### config.mk
export PLATFORM = sky130hd
export DESIGN_NAME = wheel_pulse_counter_flat
export DESIGN_NICKNAME = d
export VERILOG_FILES = /design/src/rtl/odometry_pkg.sv /design/src/rtl/wheel_pulse_counter_if.sv /design/src/rtl/pulse_debouncer.sv /design/src/rtl/wheel_pulse_counter.sv /design/src/flat_wrapper.sv
export SDC_FILE = /design/constraint.sdc
export NUM_CORES = 1
export LEC_CHECK = 0
export BUFFER_PORTS_ARGS = -buffer_cell sky130_fd_sc_hd__buf_2
export CAP_MARGIN = 10
export CORE_MARGIN = 5
export CORE_UTILIZATION = 47
export DETAILED_ROUTE_END_ITERATION = 8
export PLACE_DENSITY = 0.75
export SYNTH_ARGS = -nofsm -noshare
export SYNTH_HDL_FRONTEND = slang
export SYNTH_SLANG_ARGS = --single-unit
### constraint.sdc
create_clock -name CLK -period 2.1 [get_ports CLK]
set_clock_uncertainty 0.15 [all_clocks]
set_input_delay 0.315 -clock CLK [delete_from_list [all_inputs] [get_ports CLK]]
set_output_delay 0.315 -clock CLK [all_outputs]
set_load 0.02 [all_outputs]
### src/rtl/odometry_pkg.sv
// Constants and helpers shared by the odometry blocks (pulse counter and coordinate calculator).
package odometry_pkg;

  localparam int DEFAULT_CNT_W = 8;

  // Increment by one when inc is set, sticking at max_value instead of wrapping.
  function automatic logic [31:0] sat_inc(input logic [31:0] value,
                                          input logic [31:0] max_value,
                                          input logic        inc);
    logic [31:0] result;
    result = value;
    if (inc && (value != max_value)) result = value + 32'd1;
    return result;
  endfunction

endpackage

### src/rtl/wheel_pulse_counter_if.sv
// Encoder inputs and per-window count outputs of the wheel pulse counter.
interface wheel_pulse_counter_if
  import odometry_pkg::*;
#(
  parameter int CNT_W = DEFAULT_CNT_W
);
  logic             enable;
  logic             enc_left;
  logic             enc_right;
  logic [CNT_W-1:0] pulses_namber_left;
  logic [CNT_W-1:0] pulses_namber_right;
  logic             ready;
  logic             overflow;

  // ready is a one-cycle strobe with no back-pressure: the consumer samples the
  // counts and overflow in the cycle ready is high, and they stay stable until
  // the next window closes.
  modport master (
    input  enable, enc_left, enc_right,
    output pulses_namber_left, pulses_namber_right, ready, overflow
  );

  modport slave (
    output enable, enc_left, enc_right,
    input  pulses_namber_left, pulses_namber_right, ready, overflow
  );
endinterface

### src/rtl/pulse_debouncer.sv
// Synchronises one raw encoder line, debounces it and emits a one-cycle pulse
// on each accepted rising edge.
module pulse_debouncer #(
  parameter int DEBOUNCE = 4
) (
  input  logic CLK,
  input  logic RST,
  input  logic raw_i,
  output logic edge_o
);

  localparam int SW = (DEBOUNCE > 1) ? $clog2(DEBOUNCE) : 1;
  localparam logic [SW-1:0] STAB_LAST = SW'(DEBOUNCE - 1);

  logic          sync1_q, sync2_q;
  logic          level_q, level_d;
  logic          level_prev_q;
  logic          edge_q;
  logic [SW-1:0] stab_q, stab_d;

  // Any cycle where the synchronised input agrees with the accepted level
  // restarts the stability count.
  always_comb begin
    level_d = level_q;
    stab_d  = '0;
    if (sync2_q != level_q) begin
      if (stab_q == STAB_LAST) begin
        level_d = ~level_q;
      end else begin
        stab_d = stab_q + 1'b1;
      end
    end
  end

  always_ff @(posedge CLK or posedge RST) begin
    if (RST) begin
      sync1_q      <= 1'b0;
      sync2_q      <= 1'b0;
      level_q      <= 1'b0;
      level_prev_q <= 1'b0;
      edge_q       <= 1'b0;
      stab_q       <= '0;
    end else begin
      sync1_q      <= raw_i;
      sync2_q      <= sync1_q;
      level_q      <= level_d;
      level_prev_q <= level_q;
      edge_q       <= level_q & ~level_prev_q;
      stab_q       <= stab_d;
    end
  end

  assign edge_o = edge_q;

endmodule

### src/rtl/wheel_pulse_counter.sv
// Counts debounced rising edges of the left/right wheel encoders over a fixed
// window and publishes the totals with a one-cycle ready strobe.
module wheel_pulse_counter
  import odometry_pkg::*;
#(
  parameter int WINDOW   = 1000,
  parameter int DEBOUNCE = 4,
  parameter int CNT_W    = DEFAULT_CNT_W
) (
  input logic                   CLK,
  input logic                   RST,
  wheel_pulse_counter_if.master bus
);

  localparam int              TW       = $clog2(WINDOW);
  localparam logic [TW-1:0]   T_LAST   = TW'(WINDOW - 1);
  localparam logic [31:0]     CNT_MAX  = 32'((64'd1 << CNT_W) - 64'd1);

  logic             edge_l, edge_r;
  logic [TW-1:0]    timer_q;
  logic [CNT_W-1:0] acc_l_q, acc_l_d;
  logic [CNT_W-1:0] acc_r_q, acc_r_d;
  logic             sat_l_q, sat_l_d;
  logic             sat_r_q, sat_r_d;
  logic [CNT_W-1:0] out_l_q, out_r_q;
  logic             ready_q, ovf_q;
  logic             close;

  pulse_debouncer #(.DEBOUNCE(DEBOUNCE)) u_deb_left (
    .CLK    (CLK),
    .RST    (RST),
    .raw_i  (bus.enc_left),
    .edge_o (edge_l)
  );

  pulse_debouncer #(.DEBOUNCE(DEBOUNCE)) u_deb_right (
    .CLK    (CLK),
    .RST    (RST),
    .raw_i  (bus.enc_right),
    .edge_o (edge_r)
  );

  // Next accumulator values already include this cycle's edge, so an edge on
  // the closing cycle lands in the closing window rather than being lost.
  always_comb begin
    acc_l_d = CNT_W'(sat_inc(32'(acc_l_q), CNT_MAX, edge_l));
    acc_r_d = CNT_W'(sat_inc(32'(acc_r_q), CNT_MAX, edge_r));
    sat_l_d = sat_l_q | (edge_l && (32'(acc_l_q) == CNT_MAX));
    sat_r_d = sat_r_q | (edge_r && (32'(acc_r_q) == CNT_MAX));
    close   = bus.enable && (timer_q == T_LAST);
  end

  always_ff @(posedge CLK or posedge RST) begin
    if (RST) begin
      timer_q <= '0;
      acc_l_q <= '0;
      acc_r_q <= '0;
      sat_l_q <= 1'b0;
      sat_r_q <= 1'b0;
      out_l_q <= '0;
      out_r_q <= '0;
      ready_q <= 1'b0;
      ovf_q   <= 1'b0;
    end else if (!bus.enable) begin
      // Published results are kept while paused; the window restarts from 0.
      timer_q <= '0;
      acc_l_q <= '0;
      acc_r_q <= '0;
      sat_l_q <= 1'b0;
      sat_r_q <= 1'b0;
      ready_q <= 1'b0;
    end else begin
      ready_q <= close;
      if (close) begin
        timer_q <= '0;
        out_l_q <= acc_l_d;
        out_r_q <= acc_r_d;
        ovf_q   <= sat_l_d | sat_r_d;
        acc_l_q <= '0;
        acc_r_q <= '0;
        sat_l_q <= 1'b0;
        sat_r_q <= 1'b0;
      end else begin
        timer_q <= timer_q + 1'b1;
        acc_l_q <= acc_l_d;
        acc_r_q <= acc_r_d;
        sat_l_q <= sat_l_d;
        sat_r_q <= sat_r_d;
      end
    end
  end

  assign bus.pulses_namber_left  = out_l_q;
  assign bus.pulses_namber_right = out_r_q;
  assign bus.ready               = ready_q;
  assign bus.overflow            = ovf_q;

endmodule
### src/flat_wrapper.sv
// flat-port wrapper written by rule: the top's interface ports become plain ports
module wheel_pulse_counter_flat import odometry_pkg::*;
#(
  parameter int WINDOW   = 1000,
  parameter int DEBOUNCE = 4,
  parameter int CNT_W    = DEFAULT_CNT_W
)
  (CLK, RST, bus_enable, bus_enc_left, bus_enc_right, bus_pulses_namber_left, bus_pulses_namber_right, bus_ready, bus_overflow);
  wheel_pulse_counter_if #(.CNT_W(CNT_W)) bus_i ();
  input logic CLK;
  input logic RST;
  input wire logic [$bits(bus_i.enable)-1:0] bus_enable;
  input wire logic [$bits(bus_i.enc_left)-1:0] bus_enc_left;
  input wire logic [$bits(bus_i.enc_right)-1:0] bus_enc_right;
  output wire logic [$bits(bus_i.pulses_namber_left)-1:0] bus_pulses_namber_left;
  output wire logic [$bits(bus_i.pulses_namber_right)-1:0] bus_pulses_namber_right;
  output wire logic [$bits(bus_i.ready)-1:0] bus_ready;
  output wire logic [$bits(bus_i.overflow)-1:0] bus_overflow;
  assign bus_i.enable = bus_enable;
  assign bus_i.enc_left = bus_enc_left;
  assign bus_i.enc_right = bus_enc_right;
  assign bus_pulses_namber_left = bus_i.pulses_namber_left;
  assign bus_pulses_namber_right = bus_i.pulses_namber_right;
  assign bus_ready = bus_i.ready;
  assign bus_overflow = bus_i.overflow;
  wheel_pulse_counter #(.WINDOW(WINDOW), .DEBOUNCE(DEBOUNCE), .CNT_W(CNT_W)) u_core (.CLK(CLK), .RST(RST), .bus(bus_i));
endmodule
==> results.cfg <==
[status]
status = finished, final reports clean

[min_path]
hold_path_depth = 2
hp-class = in2reg

[drt]
first_pass_iters = 4
drc_errors = 0
wl_per_cell_um = 13.8
antenna_left = 0
wl_mm = 4.57
vias = 1752
drtIter0Drc = 84
routed_via_density = 5.29

[clocking]
cts_inserted_buffers = 9
cts_buffer_depth = 2
clk-insertion-delay-late_ns = 0.33
post_cts_buffers = 0
cts_tree = yes
path_clk_slew_ns = 0.06
cts-root-buf = clkbuf_8
htreeDepth = 3
numClockSinks = 60

[yosys]
syn_inst = 220
synthXorXnorAreaFrac_pct = 4.78
yosysTopAreaCellShare_pct = 58.5
ys_seq_area_share_pct = 58.5
syn_avg_cell_area_um2 = 11.7
yosys.area_share.simple_pct = 19.2
synth_fa_ha_area_share_pct = 2.44
synth_mux_area_share_pct = 7.07
synth.area.top_cells = dfrtp_1 (58%), mux2_2 (3.9%), mux2i_1 (3.1%)
synth_cell_type_count = 33
synth_compound_gate_area_share_pct = 5.80
yosysTopAreaCell = dfrtp_1
synthesis.nets = 230
synth_top_family_by_area = simple AND/OR/NAND/NOR gates
synth-seq-cells = 60
syn-cell-area_um2 = 2570
yosysWarnings = 0

[global_route]
grt_max_degree = 28
first_global_vias = 1723
grt_pass1_wl_mm = 8.18
grt-ovfl-total = 0
track_usage_pct = 14.6
antenna_found_initial = 0

[timing]
whs_ns = 0.175
post-route-min-period_ns = 1.92
worst_pin_slew_ns = 0.494
max_slew_margin_pct = 67.0
fin_crit_sh_pct = 91.3
setup_tns_ns = 0
report.final.slew_viol_count = 0
fmax_mhz = 522
finalSetupViolCount = 0
rsz0062_at_grt = no
final_hold_viol_count = 0

[power_and_ir_drop]
clkPwrFrac_pct = 36.4
pwr-share-seq_pct = 52.4
internal-power_uw = 1980
switching_power_uw = 658
swShare_pct = 24.9
leakage_uw = 0.00147
power_density_nw_per_um2 = 883
p_comb_share_pct = 11.2
ir_worst_vdd_v = 0.000561

[worst_setup_path]
worstSetupPathType = reg2reg
cp_max_fo = 13
required_ns = 2.16
critical_path_arrival_ns = 1.98
start_kind = flop
endpoint_kind = flop
worstRegToRegCells = 6

[flow_run]
max_cap_violations = 0

[final_layout]
syn2layout_area_growth_pct = 16.4
drive_above_1_share_pct = 22.4
diodes = 0
layout_common_cells = dfrtp_1 (60), buf_2 (22), nor2_1 (20)
layout.nets = 265
layout_commonest_cell = dfrtp_1

[floorplanning]
core_region_area_um2 = 5410
io_pins = 23
die_x_um = 83.9
rows = 27
die_y_um = 83.9
die_area_um2 = 7040
start_util_pct = 47.5

[placed_design]
port_buffers = 22
gp_congestion = 0.839
dp_hpwl_mm = 3.27
-- final timing paths --
path / start / end / slack [ns]
min in group asynchronous: RST / u_core.bus.pulses_namber_left[5]$_DFFE_PP0P_ / 0.41
min reg2reg: u_core.u_deb_right.sync1_q$_DFF_PP0_ / u_core.u_deb_right.sync2_q$_DFF_PP0_ / 0.20
max in group asynchronous: RST / u_core.bus.pulses_namber_right[3]$_DFFE_PP0P_ / 0.81
max reg2reg: u_core.timer_q[0]$_DFF_PP0_ / u_core.sat_r_q$_DFF_PP0_ / 0.18
min: bus_enable / u_core.timer_q[2]$_DFF_PP0_ / 0.18
max: u_core.timer_q[0]$_DFF_PP0_ / u_core.sat_r_q$_DFF_PP0_ / 0.18
-- worst max-delay path, cell delays in order (launching register included) --
cell	delay, ns
dfrtp_1	0.38
ha_1	0.22
and3b_4	0.24
nand3_1	0.13
nand2_1	0.36
buf_4	0.26
nor2_1	0.06
-- synthesized netlist by cell type --
cell type,n
a211oi_1,3
a21oi_1,8
and2_1,2
and2b_1,2
and3_1,4
and3b_4,1
and4_1,5
and4_4,2
buf_2,1
buf_4,1
buf_6,2
clkbuf_2,1
dfrtp_1,60
ha_1,5
inv_1,5
mux2_2,9
mux2i_1,8
nand2_1,17
nand2b_1,2
nand3_1,16
nand4_1,6
nand4_4,1
nor2_1,20
nor2b_1,5
nor2b_2,1
nor3_1,6
o21a_1,1
o21ai_0,8
o21ai_1,1
o21ai_2,1
o31ai_2,2
xnor2_1,9
xor2_1,5
-- sequential cells by signal, indices dropped and copies added (netlist names), 2 cells and up --
register / count
u_core.timer_q: 10
u_core.acc_l_q: 8
u_core.u_deb_right.stab_q: 2
u_core.u_deb_left.stab_q: 2
u_core.bus.pulses_namber_left: 8
u_core.bus.pulses_namber_right: 8
u_core.acc_r_q: 8
-- cells by family after synthesis --
group / after synthesis
compound gates: 24
xor+xnor: 14
fa+ha+maj: 5
mux: 17
flops: 60
buf+inv: 10
simple gates: 90
-- power groups by stage --
stage / clock network [uW] / logic, uW / registers [uW]
after floorplan: 0 / 232 / 1380
after global placement: 0 / 286 / 1390
after detailed placement: 0 / 297 / 1400
after CTS: 984 / 305 / 1380
after global routing: 1040 / 346 / 1400
final: 960 / 296 / 1380
-- final cells by class --
cell class | count | area [um^2]
Clock buffer | 14 | 183
Multi-Input combinational cell | 150 | 1010
Fill cell | 450 | 2420
Tap cell | 72 | 90.1
Timing Repair Buffer | 29 | 183
Clock inverter | 1 | 5.00
Sequential cell | 60 | 1500
Inverter | 5 | 18.8
-- what timing repair did --
action,4_1_cts,5_1_grt
hold buffers,3,0
resized for setup,0,0
endpoints found under the hold margin,21,0
-- stage by stage --
step	cell area [um^2]	worst slack (ns)	utilization, %	std cells	power (uW)
after floorplan	2570	0.150	-	220	1610
final	2990	0.182	55.3	331	2640
after CTS	2990	0.180	55.3	331	2670
after global routing	2990	0.0682	55.3	331	2780
after global placement	2770	0.268	51.2	313	1680
after detailed placement	2770	0.192	51.2	313	1700
-- metal layers --
| metal | share of wire, % | vias up | wire (um) | global-route usage (%) |
|---|---|---|---|---|
| met1 | 45 | 857 | 2070 | 18.5 |
| met2 | 49 | 38 | 2240 | 23.6 |
| met5 | 0 | - | 0 | 0 |
| li1 | - | 848 | - | - |
| met4 | 1.7 | 0 | 76 | 6.14 |
| met3 | 3.9 | 9 | 178 | 3.85 |
Power figures use the tool's default switching activity.
